==> src/rtl/rf_wb_arbiter.sv <==
// Register-file write-port arbiter: pipeline writeback vs. queued multicycle results, plus pending scoreboard.
// Optional MC_BYPASS_EN: an mc result may drive the port directly when the FIFO is empty and wb is idle.
module rf_wb_arbiter #(
  parameter int MC_DEPTH   = 2,
  parameter int STARVE_MAX = 4
) (
  input  logic        clk,
  input  logic        reset,
  input  logic        wb_we,
  input  logic [4:0]  wb_wa,
  input  logic [31:0] wb_wd,
  input  logic        mc_valid,
  output logic        mc_ready,
  input  logic [4:0]  mc_wa,
  input  logic [31:0] mc_wd,
  input  logic        issue_valid,
  input  logic [4:0]  issue_wa,
  output logic        issue_ready,
  input  logic [4:0]  ra1,
  input  logic [4:0]  ra2,
  output logic        hazard,
  output logic        wb_stall,
  output logic        we3,
  output logic [4:0]  wa3,
  output logic [31:0] wd3,
  output logic [31:0] pending
);

  localparam int PW = $clog2(MC_DEPTH);
  localparam int CW = PW + 1;
  localparam int SW = $clog2(STARVE_MAX + 1);

  typedef struct packed {
    logic [4:0]  wa;
    logic [31:0] wd;
  } mc_entry_t;

  mc_entry_t       mem [MC_DEPTH];
  mc_entry_t       head;
  logic [PW-1:0]   wr_ptr, rd_ptr;
  logic [CW-1:0]   count, count_next;
  logic [SW-1:0]   starve;
  logic            ready_q;
  logic [31:0]     pend_q;

  logic            fifo_empty, force_mc, fifo_grant, bypass, push, pop;
  logic            clr_en;
  logic [4:0]      clr_wa;
  logic [31:0]     set_mask, clr_mask;

  assign fifo_empty = (count == '0);
  assign head       = mem[rd_ptr];
  assign force_mc   = !fifo_empty && (starve == SW'(STARVE_MAX));
  assign fifo_grant = !reset && !fifo_empty && (force_mc || !wb_we);

`ifdef MC_BYPASS_EN
  assign bypass   = !reset && fifo_empty && !wb_we && (starve == '0) && mc_valid;
  assign mc_ready = (ready_q && !reset) || bypass;
`else
  assign bypass   = 1'b0;
  assign mc_ready = ready_q && !reset;
`endif

  // Bypassed results go straight to the port and never occupy a slot.
  assign push       = mc_valid && mc_ready && !bypass;
  assign pop        = fifo_grant;
  assign count_next = count + CW'(push) - CW'(pop);

  assign wb_stall    = !reset && force_mc;
  assign hazard      = !reset && (pend_q[ra1] || pend_q[ra2]);
  assign issue_ready = (issue_wa == 5'd0) || !pend_q[issue_wa];
  assign pending     = pend_q;

  // NOTE: every always_comb output gets a default first so no path can infer a latch.
  always_comb begin
    we3    = 1'b0;
    wa3    = 5'd0;
    wd3    = 32'd0;
    clr_en = 1'b0;
    clr_wa = 5'd0;
    if (fifo_grant) begin
      we3    = (head.wa != 5'd0);
      wa3    = head.wa;
      wd3    = head.wd;
      clr_en = 1'b1;
      clr_wa = head.wa;
    end else if (!reset && wb_we) begin
      we3 = (wb_wa != 5'd0);
      wa3 = wb_wa;
      wd3 = wb_wd;
    end else if (bypass) begin
      we3    = (mc_wa != 5'd0);
      wa3    = mc_wa;
      wd3    = mc_wd;
      clr_en = 1'b1;
      clr_wa = mc_wa;
    end
  end

  always_comb begin
    set_mask = 32'd0;
    clr_mask = 32'd0;
    if (issue_valid && issue_ready && issue_wa != 5'd0)
      set_mask = 32'd1 << issue_wa;
    if (clr_en)
      clr_mask = 32'd1 << clr_wa;
  end

  // NOTE: sequential state uses non-blocking assignments only, so every flop samples pre-edge values.
  always_ff @(posedge clk) begin
    if (reset) begin
      wr_ptr  <= '0;
      rd_ptr  <= '0;
      count   <= '0;
      starve  <= '0;
      ready_q <= 1'b0;
      pend_q  <= 32'd0;
    end else begin
      if (push) wr_ptr <= wr_ptr + PW'(1);
      if (pop)  rd_ptr <= rd_ptr + PW'(1);
      count   <= count_next;
      ready_q <= (count_next != CW'(MC_DEPTH));
      if (fifo_empty || fifo_grant)
        starve <= '0;
      else if (starve != SW'(STARVE_MAX))
        starve <= starve + SW'(1);
      // Set is applied after clear so a same-cycle issue keeps the register pending.
      pend_q <= ((pend_q & ~clr_mask) | set_mask) & ~32'd1;
    end
  end

  // NOTE: FIFO storage carries no reset; occupancy and pointers alone define which slots are valid.
  always_ff @(posedge clk) begin
    if (push) mem[wr_ptr] <= '{wa: mc_wa, wd: mc_wd};
  end

endmodule

==> config.mk <==
export PLATFORM = sky130hd
export DESIGN_NAME = rf_wb_arbiter
export DESIGN_NICKNAME = d
export VERILOG_FILES = /design/src/rtl/rf_wb_arbiter.sv
export SDC_FILE = /design/constraint.sdc
export NUM_CORES = 1
export LEC_CHECK = 0
export CAP_MARGIN = 10
export CORE_MARGIN = 5
export CORE_UTILIZATION = 52
export CTS_CLUSTER_SIZE = 10
export DETAILED_ROUTE_END_ITERATION = 8
export PLACE_DENSITY_LB_ADDON = 0.2
export SLEW_MARGIN = 20
export SYNTH_ARGS = -nofsm -noshare
export SYNTH_HDL_FRONTEND = slang
export SYNTH_SLANG_ARGS = --single-unit
==> constraint.sdc <==
create_clock -name clk -period 6.3 [get_ports clk]
set_clock_uncertainty 0.1 [all_clocks]
set_input_delay 1.26 -clock clk [delete_from_list [all_inputs] [get_ports clk]]
set_output_delay 1.26 -clock clk [all_outputs]
set_load 0.01 [all_outputs]
* Word-level counts from Yosys, hierarchy flattened
Memories as Yosys holds them, arrays and structs flattened. A register that Yosys moved wholly into a read port is not among the register bits.
Index checks and enable logic that the tools add are counted.
** Word-level totals
- RAM bits :: 74
- Memories :: 1
- Output and inout bits :: 74
- Register bits :: 40
- Logic and storage cells :: 68
- Input bits :: 94
** Operators by class
- $add $sub $neg :: 5
- $lt $le $gt $ge :: 3
- Bitwise logic cells :: 3
- Equality and inequality tests :: 3
- Multiplexer cells :: 20
- Shift-type cells :: 2
- Reductions and logical operators :: 24
** Memory list
- mem :: words 2, bits a word 37, rd ports 1, clocked after memory_dff 1, write ports 1, RTL line 38 : mc_entry_t mem [MC_DEPTH];
** Operators with widths (number)
- two-way mux 32 bit :: 4
- left shift 1 x 5 -> 32 bit (first input constant) :: 2
- AND 32 bit :: 1
- inverter 32 bit :: 1
- bitwise OR 32 bit :: 1
- < comparator 5 x 6 -> 1 bit (second input constant) :: 3
- binary-select mux 1 bit (select 5 bit) :: 3
- two-way mux 5 bit :: 3
- nonzero test 5 bit :: 3
- logical AND 1 bit :: 10
- two-way mux 1 bit :: 10
- logical NOT 5 bit :: 1
- logical NOT 1 bit :: 4
- logical OR 1 bit :: 4
- adder 3 x 1 -> 3 bit (second input constant) :: 1
- equality test 3 bit (second input constant) :: 1
- != test 3 bit (second input constant) :: 1
- adder 1 bit (second input constant) :: 2
- adder 2 x 1 -> 2 bit :: 1
- logical NOT 2 bit :: 1
- != test 2 bit (second input constant) :: 1
- OR reduction 2 bit :: 1
- subtractor 2 x 1 -> 2 bit :: 1

* Longest topological paths before layout
Gate-level depths: netlist of the first run.
- Depth in word-level cells :: 11
- Depth in mapped cells :: 12
- Depth with buffers taken out :: 10

* Worst setup path before layout of the first run
Ideal clock, no wire load.
- Kind :: input-to-output
- Start :: in issue_wa[1]
- End :: out issue_ready
- Setup slack :: 2.215 ns
- Stages on the path :: 5
- Arrival time :: 2.725 ns
- Required time :: 4.940 ns
- Path through :: clkbuf_1 buf_2 mux4_2 mux4_2 a21oi_1
** On the way
- Word-level cells in the longest chain between the ends :: 4
- Elaborated cells on any way between the ends :: 5
- Classes of those cells :: 2 x mux; 3 x reduce/logical
** Ends and longest elaborated chain
- from (decl) :: RTL line 17 : input logic [4:0] issue_wa,
- binary-select mux 1 bit (select 5 bit) :: RTL line 71 : assign issue_ready = (issue_wa == 5'd0) || !pend_q[issue_wa];
- two-way mux 1 bit (implied by the code) :: RTL line 71
- logical NOT 1 bit :: RTL line 71
- logical OR 1 bit * :: RTL line 71
- to (decl) :: RTL line 18 : output logic issue_ready,
Every way passes the cells marked *; elsewhere a longest branch is shown, timed or not. The select of a mux whose other input is x is not followed.

* Worst setup path in the final report of the first run
- Start :: in issue_wa[0]
- End :: out issue_ready
Same word-level chain as after synthesis.

==> results of run 1 <==
==> per-stage QoR <==
step / setup WS (ps) / power [mW] / instance area [um2]
2_1_floorplan: 2215 / 0.9635 / 5809
3_3_place_gp: 1060 / 1.090 / 7530
3_5_place_dp: 1030 / 1.097 / 7530
4_1_cts: 1019 / 1.984 / 8095
5_1_grt: 931.6 / 2.048 / 8123
6_report: 1011 / 1.978 / 8123
==> logic make-up after synthesis <==
kind of cell | after synthesis | synth area share
simple gates | 151 | 0.1303
flops | 114 | 0.5204
compound gates | 110 | 0.1314
mux | 73 | 0.1656
buf+inv | 51 | 0.03920
xor+xnor | 4 | 0.006032
fa+ha+maj | 3 | 0.006462
other cells | 1 | 0.0006455
==> state kept, by name (all words and copies together) (netlist names), named ones only <==
signal and count:
ready_q 1, pending 31, mem 74, wr_ptr 1
count 2, rd_ptr 1, starve 3
==> power by group through the flow <==
| stage | Sequential [mW] | Clock [mW] | Combinational (mW) |
|---|---|---|---|
| floorplan | 0.840 | 0 | 0.124 |
| finish | 0.829 | 0.892 | 0.258 |
| detailed placement | 0.844 | 0 | 0.253 |
| global route | 0.830 | 0.942 | 0.276 |
| global placement | 0.842 | 0 | 0.247 |
| CTS | 0.829 | 0.900 | 0.255 |
==> Yosys cell counts, types with 3 or more instances <==
cell type / count / share of area
a211o_1: 4 / 0.0060
buf_2: 14 / 0.012
nand3_1: 46 / 0.040
nand4_1: 3 / 0.0032
a32o_1: 17 / 0.029
o211ai_1: 5 / 0.0065
clkbuf_1: 16 / 0.010
o21ai_1: 22 / 0.019
and3_1: 8 / 0.0086
o21ai_0: 26 / 0.022
mux4_2: 18 / 0.070
nor3_1: 7 / 0.0060
nor2_1: 28 / 0.018
o32ai_1: 4 / 0.0060
inv_1: 16 / 0.010
dfxtp_1: 40 / 0.14
mux2_2: 5 / 0.0097
or4_1: 3 / 0.0039
nand2_1: 31 / 0.020
a21oi_1: 8 / 0.0069
mux2i_1: 50 / 0.086
edfxtp_1: 74 / 0.38
ha_1: 3 / 0.0065
xnor2_1: 3 / 0.0045
nand2b_1: 3 / 0.0032
nor2b_1: 8 / 0.0086
==> path summary, 6_finish.rpt <==
| path | from | cells after the start | to |
|---|---|---|---|
| worst max-delay path | issue_wa[0] | 5 | issue_ready |
| worst min-delay path | starve[0] | 2 | starve[0] |
| worst max register to register | flip-flop | 6 | pending[10] |
| worst min register to register | starve[0] | 2 | starve[0] |
==> worst max-delay path: stages <==
cell and delay [ps]:
clkdlybuf4s50_1 810, mux4_2 600, mux4_2 470, a21oi_1 220, clkdlybuf4s50_1 570
==> final cells by class <==
type | instances | area [um2]
Sequential cell | 114 | 3024
Inverter | 16 | 60.06
Clock inverter | 9 | 77.57
Clock buffer | 23 | 488.0
Multi-Input combinational cell | 342 | 2579
Fill cell | 779 | 2765
Timing Repair Buffer | 172 | 1719
Tap cell | 140 | 175.2
==> per-layer routing <==
metal  GRT usage  share of wire  up-vias
li1            -              -     2287
met2      0.4171           0.51      212
met5           0              0        -
met4     0.08739          0.023        0
met1      0.2847           0.38     2356
met3     0.08460          0.089       35
==> reports/metrics.cfg, run 1 <==
[placement]
dp_hpwl_mm = 11.81
port_buffers = 166
post-place-cells = 783
gp_congestion = 0.9435

[setup_path]
cp_data_required_time_ps = 4940
reg2reg_slack_ps = 3470
critical_path.max_fanout = 12
path_class = in2out
cp_data_arrival_time_ps = 3930
critPathLaunchType = primary input
endpoint_kind = output port

[global_route]
grt-ovfl-total = 0
grt_max_degree = 78
grt_pass1_vias = 4951
grtUsageTotal = 0.2434
grt_pass1_wl_mm = 24.90
antenna_found_initial = 0

[sta]
setup_viol = 0
holdWs_ps = 441.3
rsz0062_at_grt = false
slew_headroom = 0.3786
slew_viol_final = 0
fin_tns_setup_ps = 0
fmaxAchievable_mhz = 189.1
post-route-period-util = 0.8396
min_period_ps = 5289
finalHoldViolCount = 0
worst_slew_pin_slew_ps = 932.0

[routing]
first_iter_violations = 327
routedWlPerCell_um = 19.95
viasPerCell = 5.993
drc = 0
routed_wl_mm = 16.28
dr.pass1.iters = 6
ant_nets = 0
num_vias = 4890

[finish]
final_common_cell = clkdlybuf4s50_1
final_cell_mix = clkdlybuf4s50_1, edfxtp_1, mux2i_1, nand3_1, dfxtp_1
drive_gt1_frac = 0.09911
area_growth_pct = 39.82
nets = 760
utilization = 0.7460
stdcell_count = 816
diodes = 0

[yosys]
ys.flop_type = edfxtp_1
synthCells = 507
synth.net_count = 604
synth-seq-area-share = 0.5204
synth_warnings = 0
synth_edf_count = 74
syn-cell-area_um2 = 5809
syn_avg_cell_area_um2 = 11.46
ys_types = 59
synth-seq-cells = 114
async_flop_share = 0

[floorplan]
die_w_um = 115.7
ios = 168
start_util = 0.5336
die_h_um = 115.7
coreArea_um2 = 10890
fp.dieArea_um2 = 13390
row_count = 38

[job]
cap_violations = 0

[pwr]
clkPwrFrac = 0.451
powerDensity_nw_per_um2 = 243.5
p_sw_mw = 0.4537
seqPwrFrac = 0.419
ir_drop_uv = 212.3
power_frac_comb = 0.130
p_leak_nw = 2.702
p_sw_frac = 0.2293
intPower_mw = 1.525

[cts]
cts_buffers = 17
cts_resized = 0
cts.clk_slew.worst_paths_ps = 60
insertion_delay_ps = 520
cts_setup_buffers = 0
htreeDepth = 4
tritoncts = yes
cts.sink_count = 114
clockRootBuffer = clkbuf_8
clk_path_buf_depth = 2
cts_hold_buf = 0

[run_status]
status = complete, no violations

[min_path]
hp-class = reg2reg

(Power assumes the default switching activity.)
==> inputs of run 2 (changes only) <==
--- a/config.mk
+++ b/config.mk
@@ -7,7 +7,7 @@
 export LEC_CHECK = 0
 export CAP_MARGIN = 10
 export CORE_MARGIN = 5
-export CORE_UTILIZATION = 52
+export CORE_UTILIZATION = 43
 export CTS_CLUSTER_SIZE = 10
 export DETAILED_ROUTE_END_ITERATION = 8
 export PLACE_DENSITY_LB_ADDON = 0.2
==> constraint.sdc (replaced) <==
create_clock -name clk -period 4.6 [get_ports clk]
set_clock_uncertainty 0.1 [all_clocks]
set_input_delay 0.92 -clock clk [delete_from_list [all_inputs] [get_ports clk]]
set_output_delay 0.92 -clock clk [all_outputs]
set_load 0.01 [all_outputs]
==> run 2 against run 1 <==
  * Sequential share of layout area shrank 0.51 points
  * Critical path type unchanged
  * Critical path depth unchanged
  * Worst setup slack got worse by 840 ps
  * Largest power group unchanged
==> reports/metrics.cfg, run 2 (synthesis gave the netlist of run 1 again) <==
[setup_path]
critPathLaunchType = primary input
path_class = in2out
critical_path_buf_inv_count = 2
cp_data_required_time_ps = 3580
critical_path.max_fanout = 6
endpoint_kind = output port
cpLargestDelayFamily = buffers and inverters
max_stage_delay_ps = 710
path_cells = clkdlybuf4s50_1 -> mux4_2 -> mux4_2 -> a21oi_1 -> clkdlybuf4s50_1
cp_slowest_cell = clkdlybuf4s50_1
cp_data_arrival_time_ps = 3410

[routing]
drc = 0
routedWlPerCell_um = 20.49
num_vias = 4972
viasPerCell = 5.795
routed_wl_mm = 17.58
ant_nets = 0
dr.pass1.iters = 5
first_iter_violations = 485

[cts]
clockRootBuffer = clkbuf_16
cts_setup_buffers = 0
insertion_delay_ps = 410
clk_path_buf_depth = 2
cts_hold_buf = 0
cts.sink_count = 114
cts_buffers = 17
tritoncts = yes
cts.clk_slew.worst_paths_ps = 50
cts_resized = 0
htreeDepth = 4

[sta]
post-route-period-util = 0.9628
setup_viol = 0
rsz0062_at_grt = false
slew_headroom = 0.3964
fin_tns_setup_ps = 0
fmaxAchievable_mhz = 225.8
worst_slew_pin_slew_ps = 905.3
slew_viol_final = 0
finalHoldViolCount = 0
min_period_ps = 4429

[finish]
area_growth_pct = 41.76
final_common_cell = clkdlybuf4s50_1
top_register = mem
drive_gt1_frac = 0.1085
final_cell_mix = clkdlybuf4s50_1, edfxtp_1, mux2i_1, nand3_1, dfxtp_1
diodes = 0
stdcell_count = 858
largest_reg_flops = 74
utilization = 0.6219
nets = 766

[min_path]
hp-class = reg2reg

[placement]
port_buffers = 166
post-place-cells = 826
gp_congestion = 0.9718
dp_hpwl_mm = 12.86

[pwr]
ir_drop_uv = 236.4
p_leak_nw = 2.739
totalPowerFinal_mw = 2.780
powerDensity_nw_per_um2 = 337.6

[global_route]
grtUsageTotal = 0.2203
grt-ovfl-total = 0
grt_pass1_vias = 5146
grt_pass1_wl_mm = 27.85
grt_max_degree = 45
antenna_found_initial = 0

[floorplan]
start_util = 0.4387
ios = 168
row_count = 42
die_w_um = 126.2
die_h_um = 126.2
coreArea_um2 = 13240
fp.dieArea_um2 = 15930

[job]
cap_violations = 0

[run_status]
status = complete, no violations

==> run 2: cell types whose count changed in the layout (fill, tap and decap cells not counted), sizes merged <==
cell    delta
clkbuf     -6
buf        +6
bufinv     +1
inv        +5
==> run 2: where the power goes <==
group	internal [mW]	switching [mW]
clock network	0.802	0.485
registers	1.12	0.0188
logic	0.189	0.168
total	2.11	0.672
==> run 2: layout make-up <==
cell class / instances / area, um2
well taps: 176 / 220.2
multi-input cells: 342 / 2571
clock inverters: 15 / 157.7
flip-flops and latches: 114 / 3024
repair buffers: 178 / 1777
fillers: 1082 / 5007
inverters: 16 / 60.06
clock buffers: 17 / 425.4
==> run 2: stage by stage <==
step / hold slack (ps) / area, um2 / setup WS (ps)
finish: 418.1 / 8235 / 171.0
global route: 490.9 / 8235 / 2.510
CTS: 425.7 / 8235 / 173.0
detailed placement: 409.8 / 7652 / 173.2
global placement: 399.9 / 7652 / 212.5
floorplan: 381.3 / 5809 / 931.2
==> run 2: layer usage <==
layer	up-vias	wire length [um]	track usage	share of wire
met4	0	412	0.07571	0.023
met5	-	0	0	0
met3	39	1812	0.08933	0.10
li1	2292	-	-	-
met2	276	8438	0.3574	0.48
met1	2365	6917	0.2670	0.39
==> run 2: final timing paths <==
| kind | start | end | slack, ps | cells past startpoint |
|---|---|---|---|---|
| max | issue_wa[0] | issue_ready | 170 | 5 |
| min | rd_ptr | rd_ptr | 420 | 2 |
| max reg2reg | flip-flop | pending[10] | 1750 | 6 |
| min reg2reg | rd_ptr | rd_ptr | 420 | 2 |
==> run 2: worst reg2reg max path, stage by stage, from the launching register on <==
cell,delay [ps]
dfxtp_2,600
buf_4,530
mux2i_1,580
nand2_1,220
or4_1,530
nand3_1,100
o21ai_1,80
